[src/rtl/fir_pkg.sv]
// Shared constants and state encoding for the FIR lane demultiplexer.
package fir_pkg;

    localparam int DATA_W = 12;
    localparam int LANES  = 4;
    localparam int SEL_W  = 2;

    typedef enum logic {
        ST_FILL = 1'b0,
        ST_FULL = 1'b1
    } state_e;

endpackage

[src/rtl/fir_lane_reg.sv]
// One lane register: holds a sample plus a flag marking that it was written this bundle.
import fir_pkg::*;

module fir_lane_reg #(
    parameter int DATA_W = fir_pkg::DATA_W
) (
    input  logic              clk,
    input  logic              clr_i,
    input  logic              ld_i,
    input  logic [DATA_W-1:0] d_i,
    output logic [DATA_W-1:0] q_o,
    output logic              vld_o
);

    logic [DATA_W-1:0] data_q;
    logic              vld_q;

    // Load wins over clear so a handoff cycle can clear the bundle and start lane 0 together.
    always_ff @(posedge clk) begin
        if (ld_i) begin
            data_q <= d_i;
            vld_q  <= 1'b1;
        end else if (clr_i) begin
            data_q <= '0;
            vld_q  <= 1'b0;
        end
    end

    assign q_o   = data_q;
    assign vld_o = vld_q;

endmodule

[src/rtl/fir_lane_demux.sv]
// Serial-to-parallel lane demux: fills LANES lane registers round-robin and hands the
// bundle to the tap bank with a valid/ready handshake.
import fir_pkg::*;

module fir_lane_demux #(
    parameter int DATA_W = fir_pkg::DATA_W,
    parameter int LANES  = fir_pkg::LANES,
    parameter int SEL_W  = fir_pkg::SEL_W
) (
    input  logic                    clk,
    input  logic                    rst_n,
    input  logic [DATA_W-1:0]       in_data,
    input  logic                    in_valid,
    input  logic                    in_last,
    output logic                    in_ready,
    output logic [DATA_W*LANES-1:0] out_data,
    output logic [LANES-1:0]        out_lane_valid,
    output logic                    out_valid,
    input  logic                    out_ready,
    output logic [SEL_W-1:0]        lane_idx
);

    state_e             state_q, state_d;
    logic [SEL_W-1:0]   lane_idx_q, lane_idx_d;
    logic [LANES-1:0]   ld_vec;
    logic               clr_all;
    logic               accept;
    logic               xfer;
    logic [DATA_W-1:0]  lane_q [LANES];
    logic [LANES-1:0]   lane_vld;

    assign out_valid = (state_q == ST_FULL);
    // A full bundle frees the lanes the same cycle it is taken, so input passes straight through.
    assign in_ready  = (state_q == ST_FILL) | out_ready;
    assign accept    = in_valid & in_ready;
    assign xfer      = out_valid & out_ready;

    always_comb begin
        state_d    = state_q;
        lane_idx_d = lane_idx_q;
        ld_vec     = '0;
        clr_all    = 1'b0;
        case (state_q)
            ST_FILL: begin
                if (accept) begin
                    ld_vec     = LANES'(1) << lane_idx_q;
                    lane_idx_d = lane_idx_q + 1'b1;
                    if (lane_idx_q == SEL_W'(LANES - 1) || in_last) begin
                        state_d    = ST_FULL;
                        lane_idx_d = '0;
                    end
                end
            end
            ST_FULL: begin
                if (xfer) begin
                    clr_all    = 1'b1;
                    state_d    = ST_FILL;
                    lane_idx_d = '0;
                    if (accept) begin
                        ld_vec     = LANES'(1);
                        lane_idx_d = SEL_W'(1);
                        if (in_last) begin
                            state_d    = ST_FULL;
                            lane_idx_d = '0;
                        end
                    end
                end
            end
            default: begin
                clr_all    = 1'b1;
                state_d    = ST_FILL;
                lane_idx_d = '0;
            end
        endcase
        if (!rst_n) begin
            clr_all = 1'b1;
            ld_vec  = '0;
        end
    end

    always_ff @(posedge clk) begin
        if (!rst_n) begin
            state_q    <= ST_FILL;
            lane_idx_q <= '0;
        end else begin
            state_q    <= state_d;
            lane_idx_q <= lane_idx_d;
        end
    end

    for (genvar k = 0; k < LANES; k++) begin : g_lane
        fir_lane_reg #(.DATA_W(DATA_W)) u_lane (
            .clk   (clk),
            .clr_i (clr_all),
            .ld_i  (ld_vec[k]),
            .d_i   (in_data),
            .q_o   (lane_q[k]),
            .vld_o (lane_vld[k])
        );
        assign out_data[k*DATA_W +: DATA_W] = lane_q[k];
    end

    assign out_lane_valid = lane_vld;
    assign lane_idx       = lane_idx_q;

endmodule

[config.mk]
export PLATFORM = sky130hd
export DESIGN_NAME = fir_lane_demux
export DESIGN_NICKNAME = d
export VERILOG_FILES = /design/src/rtl/fir_pkg.sv /design/src/rtl/fir_lane_reg.sv /design/src/rtl/fir_lane_demux.sv
export SDC_FILE = /design/constraint.sdc
export NUM_CORES = 1
export LEC_CHECK = 0
export BUFFER_PORTS_ARGS = -buffer_cell sky130_fd_sc_hd__buf_4
export CORE_MARGIN = 2
export CORE_UTILIZATION = 45
export CTS_CLUSTER_DIAMETER = 200
export DETAILED_ROUTE_END_ITERATION = 8
export PLACE_DENSITY = 0.77
export SKIP_LAST_GASP = 1
export SYNTH_ARGS = -nofsm -noshare
export SYNTH_HDL_FRONTEND = slang
export SYNTH_SLANG_ARGS = --single-unit
[constraint.sdc]
create_clock -name clk -period 1.83 [get_ports clk]
set_clock_uncertainty 0.15 [all_clocks]
set_input_delay 0.366 -clock clk [delete_from_list [all_inputs] [get_ports clk]]
set_output_delay 0.366 -clock clk [all_outputs]
set_load 0.05 [all_outputs]
# Word level (Yosys, flattened, before mapping)
# Cells that the tools add are included.
dict set report word_totals {
  reg_bits 55
  in_bits 17
  output_inout_bits 56
  elab_cells 50
}
dict set report classes {
  addsub 1
  eq_ne 3
  shift 1
  n_mux 25
  n_bitwise 4
  n_reduce_logical 6
}
# operator n
set ops {}
lappend ops {{$mux 12} 5}
lappend ops {{$mux 1} 12}
lappend ops {{$mux 4} 2}
lappend ops {{$pmux 4 s2} 1}
lappend ops {{$reduce_bool 2->1} 4}
lappend ops {{$mux 2} 3}
lappend ops {{$pmux 2 s2} 1}
lappend ops {{$shl 1x2->4 const A} 1}
lappend ops {{$add 2x1->2 const B} 1}
lappend ops {{$and 1x1->1} 2}
lappend ops {{$eq 2x2->1 const B} 1}
lappend ops {{$ne 2x1->1 const B} 1}
lappend ops {{$ne 2x2->1 const B} 1}
lappend ops {{$pmux 1 s2} 1}
lappend ops {{$reduce_and 2->1} 1}
lappend ops {{$logic_or 1x1->1} 1}
lappend ops {{$not 1->1} 1}
lappend ops {{$or 1x1->1} 1}

# Longest topological paths before layout
# Gate-level depths: netlist (run 1).
dict set report logic_depth {
  ltp_word 8
  ltp_mapped 6
  ltp_nobuf 5
}

# Cells and area by module
# From an unflattened synthesis (run 1), not the netlist that was laid out.
dict set report unflattened {
  hier_cells 146
  area_unflattened_um2 2194.6
}
# mod n_inst cells_each area_per_inst_um2 seq_area_each_um2
set by_module_without_submodules {}
lappend by_module_without_submodules {fir_lane_reg 4 29 484.2 380.4}
lappend by_module_without_submodules {fir_lane_demux 1 30 257.7 60.1}

# Worst setup path after synthesis (run 1)
# OpenSTA, ideal clock, no wires.
dict set report synth_timing {
  kind {flip-flop to flip-flop}
  startpoint {reg lane_idx_q[0] (netlist: lane_idx[0])}
  endpoint {reg g_lane[3].u_lane.data_q[0], enable pin}
  setup_ps 359
  arrival_time_ps 1650
  required_time_ps 1321
  slack_ps -328
  stages_incl_launch_ff 5
  n_path_buf 0
  synth_period_minus_slack_ps 2158
  path_cell_list {dfxtp_1 ha_1 nor2b_1 nor2b_2 nand2b_1}
}
dict set report synth_between {
  elab_chain_cells 5
}
# element line_no
set synth_lines {}
lappend synth_lines {{start, declared} fir_lane_demux.sv:24} ;# logic [SEL_W-1:0] lane_idx_q, lane_idx_d;
lappend synth_lines {{start signal, assigned} fir_lane_demux.sv:87} ;# lane_idx_q <= lane_idx_d;
lappend synth_lines {{$shl 1x2->4} fir_lane_demux.sv:46} ;# ld_vec = LANES'(1) << lane_idx_q;
lappend synth_lines {{$mux 4} fir_lane_demux.sv:45} ;# if (accept) begin
lappend synth_lines {{$pmux 4 s2} fir_lane_demux.sv:43} ;# case (state_q)
lappend synth_lines {{$mux 4} fir_lane_demux.sv:75} ;# if (!rst_n) begin
lappend synth_lines {{$reduce_bool 2->1 (no source line)} --}
lappend synth_lines {{end signal, assigned} fir_lane_reg.sv:21} ;# data_q <= d_i;
lappend synth_lines {{end, declared} fir_lane_reg.sv:15} ;# logic [DATA_W-1:0] data_q;
# Every way passes these cells.
# A chain may end at the register's enable or synchronous reset.

# Worst setup path after layout (run 1)
dict set report layout_timing {
  startpoint {reg lane_idx_q[0] (netlist: lane_idx[0])}
  endpoint {reg g_lane[0].u_lane.data_q[7], enable pin}
}
dict set report layout_between {
  elab_chain_cells 5
}
# element line_no
set layout_lines {}
lappend layout_lines {{$shl 1x2->4} fir_lane_demux.sv:46}
lappend layout_lines {{$mux 4} fir_lane_demux.sv:45}
lappend layout_lines {{$pmux 4 s2} fir_lane_demux.sv:43}
lappend layout_lines {{$mux 4} fir_lane_demux.sv:75}
lappend layout_lines {{$reduce_bool 2->1 (no source line)} --}
lappend layout_lines {{end signal, assigned} fir_lane_reg.sv:21}
lappend layout_lines {{end, declared} fir_lane_reg.sv:15}
# Every way passes these cells.

==> flow_summary.ini, run 1 <==
[worst_setup_path]
crit_top_cell = nand2b_1
cp.arrival_ns = 1.48
cp_max_fo = 12
r2r_slack_ns = 0.21
r2r-start = lane_idx[0]
r2r_end = g_lane[0].u_lane.q_o[7]
path_class = reg2reg
cp_slowest_stage_delay_ns = 0.36
path_cells = inv_1 > ha_1 > nand2b_1 > a21oi_2 > nand2b_1 > buf_4
worstSetupEndpointType = flop
cpLargestDelayFamily = flip-flops
cp-start-kind = flop
worstRegToRegCells = 6
required_ns = 1.68
critPathSlowestCell = dfxtp_2
critPathBufInv = 2

[clocking]
root_buffer = clkbuf_8
htree_levels = 2
clkTransAtPathRegs_ns = 0.09
cts_hold_buffers = 0
insertion_delay_ns = 0.30
numCtsBuffers = 5
tritoncts = yes
clk_path_buf_depth = 2
cts_sinks = 55

[hold_path]
holdPathStages = 3
min-delay-start = in_last
hold_path.class = in2reg
worst_hold_path.endpoint = lane_idx[0]

[power_and_ir_drop]
p_total_mw = 2.62
leakagePower_nw = 1.29
power_density_nw_per_um2 = 890
peakVddDrop_v = 0.000454

[final_layout]
mostFrequentLayoutCell = buf_4
final_cell_mix = buf_4, and2_1, edfxtp_1
nets = 246
area_growth_pct = 32.5
drive_gt1_frac = 0.429
fin_area_um2 = 2940
antenna_cells = 0
n_fill_cell = 388
fin_cells = 293

[synthesis]
synth_area_um2 = 2220
synth_area_per_cell_um2 = 15.1
ys_seq_elements = 55
synth_cells = 147
synth.distinct_cells = 24
yosys_warnings = 0
ys_seq_area_frac = 0.712
synth.net_count = 168

[global_route]
grt_max_degree = 18
overflow = 0
antenna_found_initial = 0
grt_pass1_wl_um = 6300
grt_use_total = 0.156
grt_pass1_vias = 1276

[die]
fp.dieH_um = 74.3
dieWidth_um = 74.3
rows = 25
initial_utilization = 0.467
core_area_um2 = 4750
io_pins = 73
die_area_um2 = 5510

[sta]
rsz0062_at_grt = no
slew_headroom = 0.778
fin_setup_tns_ns = 0
hold_violations = 0
worst_slew_pin_slew_ns = 0.333
min_period_over_period = 0.888
period_minus_slack_ns = 1.62
slew_violations = 0
fmax_mhz = 616
final-setup-viol-count = 0

[job]
cap_violations = 0

[run_status]
status = complete, no violations

[route]
num_vias = 1365
dr.pass1.iters = 4
drt-total-wl_um = 4290
drcViolationCount = 0
dr.first_iter.drc_count = 105
viasPerCell = 4.66
postRouteAntennaNets = 0
wl_per_cell_um = 14.6

[place]
gp_congestion = 0.746
place_area_um2 = 2850
place_inst = 285
dp_hpwl_um = 3090
io_buffer_count = 72
cell type report:
cell class	instances	area, um2	area share
Multi-Input combinational cell	81	563	0.191
Sequential cell	55	1590	0.539
Clock buffer	5	68.8	0.0234
Clock inverter	3	20.0	0.00681
Tap cell	67	83.8	0.0285
Timing Repair Buffer	80	613	0.208
Inverter	2	7.51	0.00255
registers in the layout, indices dropped and copies added (netlist names):
signal	flops
lane_idx	2
out_valid	1
g_lane.u_lane.vld_o	4
g_lane.u_lane.q_o	48
metal layers:
metal	part of all wire	GRT usage
met1	0.41	0.191
met2	0.51	0.275
met3	0.067	0.0393
met4	0.012	0.0476
met5	0	0
metrics by stage:
step / hold slack (ns) / utilization / setup WS, ns
after global placement: 0.290 / 0.599 / 0.194
after CTS: 0.174 / 0.618 / 0.120
after floorplan: 0.277 / - / 0.0435
final: 0.179 / 0.619 / 0.206
after detailed placement: 0.295 / 0.599 / 0.138
after global routing: 0.189 / 0.619 / 0.0709
where the power goes:
part,switching [mW],internal [mW]
Clock,0.387,0.268
Combinational,0.353,0.149
Sequential,0.0259,1.44
worst min-delay path, stage by stage:
cell	delay (ns)
buf_4	0.09
nand3b_1	0.09
o21ai_0	0.06
synthesized netlist by cell type (all sizes together):
master  number  area, um2
and2        49        307
edfxtp      48       1440
buf          9       76.3
dfxtp        7        140
nand2b       6       37.5
a21o         4       30.0
ha           4       50.1
nor2b        3       23.8
a21boi       2       15.0
and3         2       22.5
inv          2       7.51
nand2        2       10.0
nand3b       2       15.0
o21ai        2       10.0
a21oi        1       8.76
nand3        1       5.00
nand4b       1       8.76
nor2         1       3.75
o31a         1       8.76
worst max-delay path by stage:
| stage | start | to | cells past startpoint |
|---|---|---|---|
| floorplan | lane_idx[0] | g_lane[3].u_lane.q_o[0] | 4 |
| finish | lane_idx[0] | g_lane[0].u_lane.q_o[7] | 6 |
| detailed placement | lane_idx[0] | g_lane[3].u_lane.q_o[10] | 4 |
| global placement | lane_idx[0] | g_lane[3].u_lane.q_o[8] | 4 |
| CTS | lane_idx[0] | g_lane[3].u_lane.q_o[2] | 4 |
| global route | lane_idx[0] | g_lane[3].u_lane.q_o[8] | 4 |
cells by family (layout without fill, tap and decap cells):
family                   count (synthesis)  after routing  share of synthesized area
adder cells (fa/ha/maj)                  4              4                     0.0225
AO/OA/AOI/OAI                           10             10                     0.0327
flip-flops                              55             55                      0.712
buffers and inverters                   11             90                     0.0377
AND/OR/NAND/NOR                         67             67                      0.195
timing repair:
action / CTS / global route
gates resized for setup: 0 / 1
setup buffers: 0 / 0
hold endpoints to repair: 0 / 0
setup endpoints to repair: 0 / 12
No activity file was read; power rests on OpenSTA's default activity.
==> run 2, diff against run 1 <==
--- a/config.mk
+++ b/config.mk
@@ -6,7 +6,7 @@
 export NUM_CORES = 1
 export LEC_CHECK = 0
 export BUFFER_PORTS_ARGS = -buffer_cell sky130_fd_sc_hd__buf_4
-export CORE_MARGIN = 2
+export CORE_MARGIN = 8
 export CORE_UTILIZATION = 45
 export CTS_CLUSTER_DIAMETER = 200
 export DETAILED_ROUTE_END_ITERATION = 8
==> constraint.sdc (replaced) <==
create_clock -name clk -period 1.45 [get_ports clk]
set_clock_uncertainty 0.15 [all_clocks]
set_input_delay 0.29 -clock clk [delete_from_list [all_inputs] [get_ports clk]]
set_output_delay 0.29 -clock clk [all_outputs]
set_load 0.05 [all_outputs]
==> run 2 against run 1 <==
Combinational power increased by 41%. The flow now finishes with violations (setup timing). Clock-buffer cell count stayed put. First-iteration DRC count shrank 22%. Cell count up 4.8%. Register-to-register slack lost 0.27 ns. Critical path depth down 1.
==> flow_summary.ini, run 2 (same netlist as run 1, synthesis figures left out) <==
[route]
drt-total-wl_um = 5620
drcViolationCount = 0
viasPerCell = 4.84
dr.first_iter.drc_count = 82
postRouteAntennaNets = 0
wl_per_cell_um = 18.3
num_vias = 1487
dr.pass1.iters = 4

[global_route]
grt_max_degree = 18
grt_pass1_wl_um = 8160
grt_pass1_vias = 1586
grt_use_total = 0.147
antenna_found_initial = 0
overflow = 0

[clocking]
htree_levels = 2
clkTransAtPathRegs_ns = 0.10
insertion_delay_ns = 0.30
cts_sinks = 55
tritoncts = yes
clk_path_buf_depth = 2
root_buffer = clkbuf_8
numCtsBuffers = 5
cts_hold_buffers = 0

[power_and_ir_drop]
leakagePower_nw = 1.40
peakVddDrop_v = 0.000720
p_total_mw = 3.56
power_density_nw_per_um2 = 1100

[die]
die_area_um2 = 7440
rows = 25
io_pins = 73
initial_utilization = 0.467
fp.dieH_um = 86.3
dieWidth_um = 86.3
core_area_um2 = 4750

[final_layout]
register_area_um2 = 1590
antenna_cells = 0
mostFrequentLayoutCell = buf_4
final_cell_mix = buf_4, edfxtp_1, and2_1
fin_util = 0.681
largest_reg_flops = 48
nets = 260
drive_gt1_frac = 0.521
n_fill_cell = 335
multiInputGateArea_um2 = 711
area_growth_pct = 45.7

[job]
cap_violations = 0

[sta]
period_minus_slack_ns = 1.51
min_period_over_period = 1.04
slew_headroom = 0.869
hold_violations = 0
worst_slew_pin_slew_ns = 0.196
setup_ws_ns = -0.0637
final-setup-viol-count = 60
hold-worst-slack_ns = 0.121
slew_violations = 0
fmax_mhz = 661
rsz0062_at_grt = yes

[worst_setup_path]
crit_top_cell = nor2b_4
path_cells = ha_4 > nor2b_4 > nor2b_4 > buf_4 > and2_1
path_class = reg2reg
cp_max_fo = 9
worstRegToRegCells = 5
cpLargestDelayFamily = simple AND/OR/NAND/NOR gates
critPathBufInv = 1
required_ns = 1.37
cp.arrival_ns = 1.43
critPathSlowestCell = dfxtp_4
cp_slowest_stage_delay_ns = 0.38
worstSetupEndpointType = flop
cp-start-kind = flop
cp.depth = 5

[place]
gp_congestion = 0.720
io_buffer_count = 72
dp_hpwl_um = 3890

[run_status]
violations = setup timing
status = finished with violations

[hold_path]
holdPathStages = 2
hold_path.class = in2reg
==> run 2: cell types whose count changed in the layout (fill, tap and decap cells not counted), sizes merged <==
cell / delta
buf: +10
nand2b: +4
bufinv: +1
clkinv: -1
clkinvlp: -1
inv: +1
==> run 2: repair_timing <==
action                     4_1_cts  5_1_grt
pin swaps                        1        2
buffers inserted                 0        1
setup endpoints to repair       84      100
gates cloned                     0        5
resized for setup               10       20
==> run 2: power breakdown <==
group          internal (mW)  leakage, nW  switching, mW  total (mW)
combinational          0.224        0.781          0.484       0.708
clock                  0.515       0.0562          0.493        1.01
sequential              1.81        0.562         0.0375        1.85
==> run 2: per-stage QoR <==
stage / std cells / setup TNS (ns) / setup slack, ns / instance area, um2
after floorplan: 147 / -5.00 / -0.0965 / 2290
after global routing: 307 / -5.80 / -0.102 / 3240
after CTS: 301 / -3.05 / -0.0651 / 3110
final: 307 / -1.80 / -0.0637 / 3240
after detailed placement: 293 / -3.03 / -0.0535 / 2960
after global placement: 293 / -1.41 / -0.0359 / 2960
==> run 2: final cells by class <==
type / count / share of cell area
sequential: 55 / 0.492
inverter: 2 / 0.00387
clock buffer: 5 / 0.0213
multi-input combinational: 85 / 0.220
tap: 67 / 0.0259
timing repair buffer: 90 / 0.224
clock inverter: 3 / 0.0131
==> run 2: final timing paths <==
check	from	endpoint	slack, ns
worst max-delay path	lane_idx[1]	g_lane[3].u_lane.q_o[11]	-0.06
worst min-delay path	rst_n	out_valid	0.12
worst max register to register	lane_idx[1]	g_lane[3].u_lane.q_o[11]	-0.06
worst min register to register	g_lane[2].u_lane.vld_o	g_lane[2].u_lane.vld_o	0.32
==> run 2: layer usage <==
metal | GRT usage | routed length (um) | vias up
li1 | - | - | 690
met1 | 0.160 | 2190 | 722
met2 | 0.245 | 2760 | 70
met3 | 0.0605 | 587 | 5
met4 | 0.0657 | 78 | 0
met5 | 0 | 0 | -
==> run 3, diff against run 2 <==
==> constraint.sdc (replaced) <==
create_clock -name clk -period 1.45 [get_ports clk]
set_clock_uncertainty 0.15 [all_clocks]
set_input_delay 0.3625 -clock clk [delete_from_list [all_inputs] [get_ports clk]]
set_output_delay 0.3625 -clock clk [all_outputs]
set_load 0.05 [all_outputs]
==> run 3 against run 2 <==
The run still ends with setup timing left. Global-route usage is 0.37 points lower. Cell count stayed put. Critical path type unchanged. Critical path depth is 1 lower. Largest cell class unchanged.
==> flow_summary.ini, run 3 (same netlist as run 1, synthesis figures left out) <==
[sta]
slew_violations = 0
period_minus_slack_ns = 1.52
rsz0062_at_grt = yes
min_period_over_period = 1.04
hold_violations = 0
setup_ws_ns = -0.0651
fmax_mhz = 660
hold-worst-slack_ns = 0.190
worst_slew_pin_slew_ns = 0.190
fin_setup_tns_ns = -1.64
slew_headroom = 0.873
final-setup-viol-count = 71

[die]
die_area_um2 = 7440
fp.dieH_um = 86.3
initial_utilization = 0.467
dieWidth_um = 86.3
io_pins = 73
core_area_um2 = 4750
rows = 25

[power_and_ir_drop]
p_total_mw = 3.40
power_density_nw_per_um2 = 1040
leakagePower_nw = 1.41
peakVddDrop_v = 0.000452

[route]
wl_per_cell_um = 18.2
wl_met1_um = 2330
dr.first_iter.drc_count = 83
top_layer = met4
met2_length_um = 2730
route.met3.wl_um = 482
drcViolationCount = 0
postRouteAntennaNets = 0
num_vias = 1492
drt-total-wl_um = 5600
viasPerCell = 4.86
dr.pass1.iters = 4

[place]
post-place-ws_ns = -0.149
io_buffer_count = 72
dp_hpwl_um = 3760
gp_congestion = 0.718
place_inst = 289

[clocking]
insertion_delay_ns = 0.31
clkTransAtPathRegs_ns = 0.10
root_buffer = clkbuf_8
numCtsBuffers = 5
cts_sinks = 55
clk_path_buf_depth = 2
tritoncts = yes
htree_levels = 2

[final_layout]
mostFrequentLayoutCell = buf_4
largest_reg_flops = 48
fin_cells = 307
final_cell_mix = buf_4, edfxtp_1, and2_1
nets = 260
antenna_cells = 0
drive_gt1_frac = 0.533
area_growth_pct = 47.0

[worst_setup_path]
r2r_slack_ns = -0.07
cp-start-kind = flop
crit_top_cell = nor2b_4
path_class = reg2reg
worstSetupEndpointType = flop
r2r-start = lane_idx[0]
required_ns = 1.33
path_cells = ha_4 > nor2b_4 > nor2b_4 > nand2b_4
cp_max_fo = 6
cp.arrival_ns = 1.39
r2r_end = g_lane[3].u_lane.q_o[4]
cp_slowest_stage_delay_ns = 0.40
critPathSlowestCell = dfxtp_4
worstRegToRegCells = 4

[hold_path]
min-delay-start = rst_n
holdPathStages = 2
hold_path.class = in2reg
worst_hold_path.endpoint = out_valid

[run_status]
violations = setup timing
status = finished with violations

[global_route]
grt_max_degree = 17
grt_pass1_vias = 1494
grt_pass1_wl_um = 8020
overflow = 0
antenna_found_initial = 0
grt_use_total = 0.143

[job]
cap_violations = 0
-- run 3: worst max-delay path by stage --
stage / start / end / depth (start not counted)
5_1_grt: lane_idx[0] / g_lane[3].u_lane.q_o[0] / 4
2_1_floorplan: lane_idx[0] / g_lane[3].u_lane.q_o[0] / 4
6_report: lane_idx[0] / g_lane[3].u_lane.q_o[4] / 4
3_5_place_dp: in_valid / g_lane[1].u_lane.q_o[3] / 4
3_3_place_gp: in_valid / g_lane[1].u_lane.q_o[10] / 4
4_1_cts: lane_idx[0] / g_lane[0].u_lane.q_o[7] / 5
-- run 3: cell type report --
type                            instances  area (um2)
Fill cell                             342        1490
Inverter                                2        12.5
Timing Repair Buffer                   90         767
Sequential cell                        55        1590
Clock buffer                            6        72.6
Multi-Input combinational cell         85         723
Clock inverter                          2        12.5
Tap cell                               67        83.8
-- run 3: repair_timing --
item	in CTS	in global routing
hold buffers	0	0
pin swaps	2	3
hold endpoints to repair	0	0
endpoints found under the setup margin	92	113
gates cloned	2	4
resized for setup	12	32
setup buffers	2	2
-- run 3: metal layers --
| metal | vias to the layer above | GRT usage |
|---|---|---|
| li1 | 693 | - |
| met1 | 722 | 0.166 |
| met2 | 72 | 0.234 |
| met3 | 5 | 0.0586 |
| met4 | 0 | 0.0469 |
| met5 | - | 0 |
-- run 3: through the flow --
| step | area [um2] | utilization |
|---|---|---|
| after global routing | 3260 | 0.687 |
| after floorplan | 2290 | - |
| final | 3260 | 0.687 |
| after global placement | 2940 | 0.618 |
| after CTS | 3110 | 0.655 |
| after detailed placement | 2940 | 0.618 |
-- run 3: worst max-delay path, delay by kind of cell (launching register included) --
kind	cells	cell delay (ns)
AND/OR/NAND/NOR	3	0.55
adder cells (fa/ha/maj)	1	0.14
flip-flops	1	0.40
-- run 3: report_power, final --
part,internal [mW],leakage [nW],switching (mW)
sequential,1.81,0.562,0.0413
clock,0.339,0.0412,0.488
combinational,0.233,0.802,0.486
total,2.38,1.41,1.01
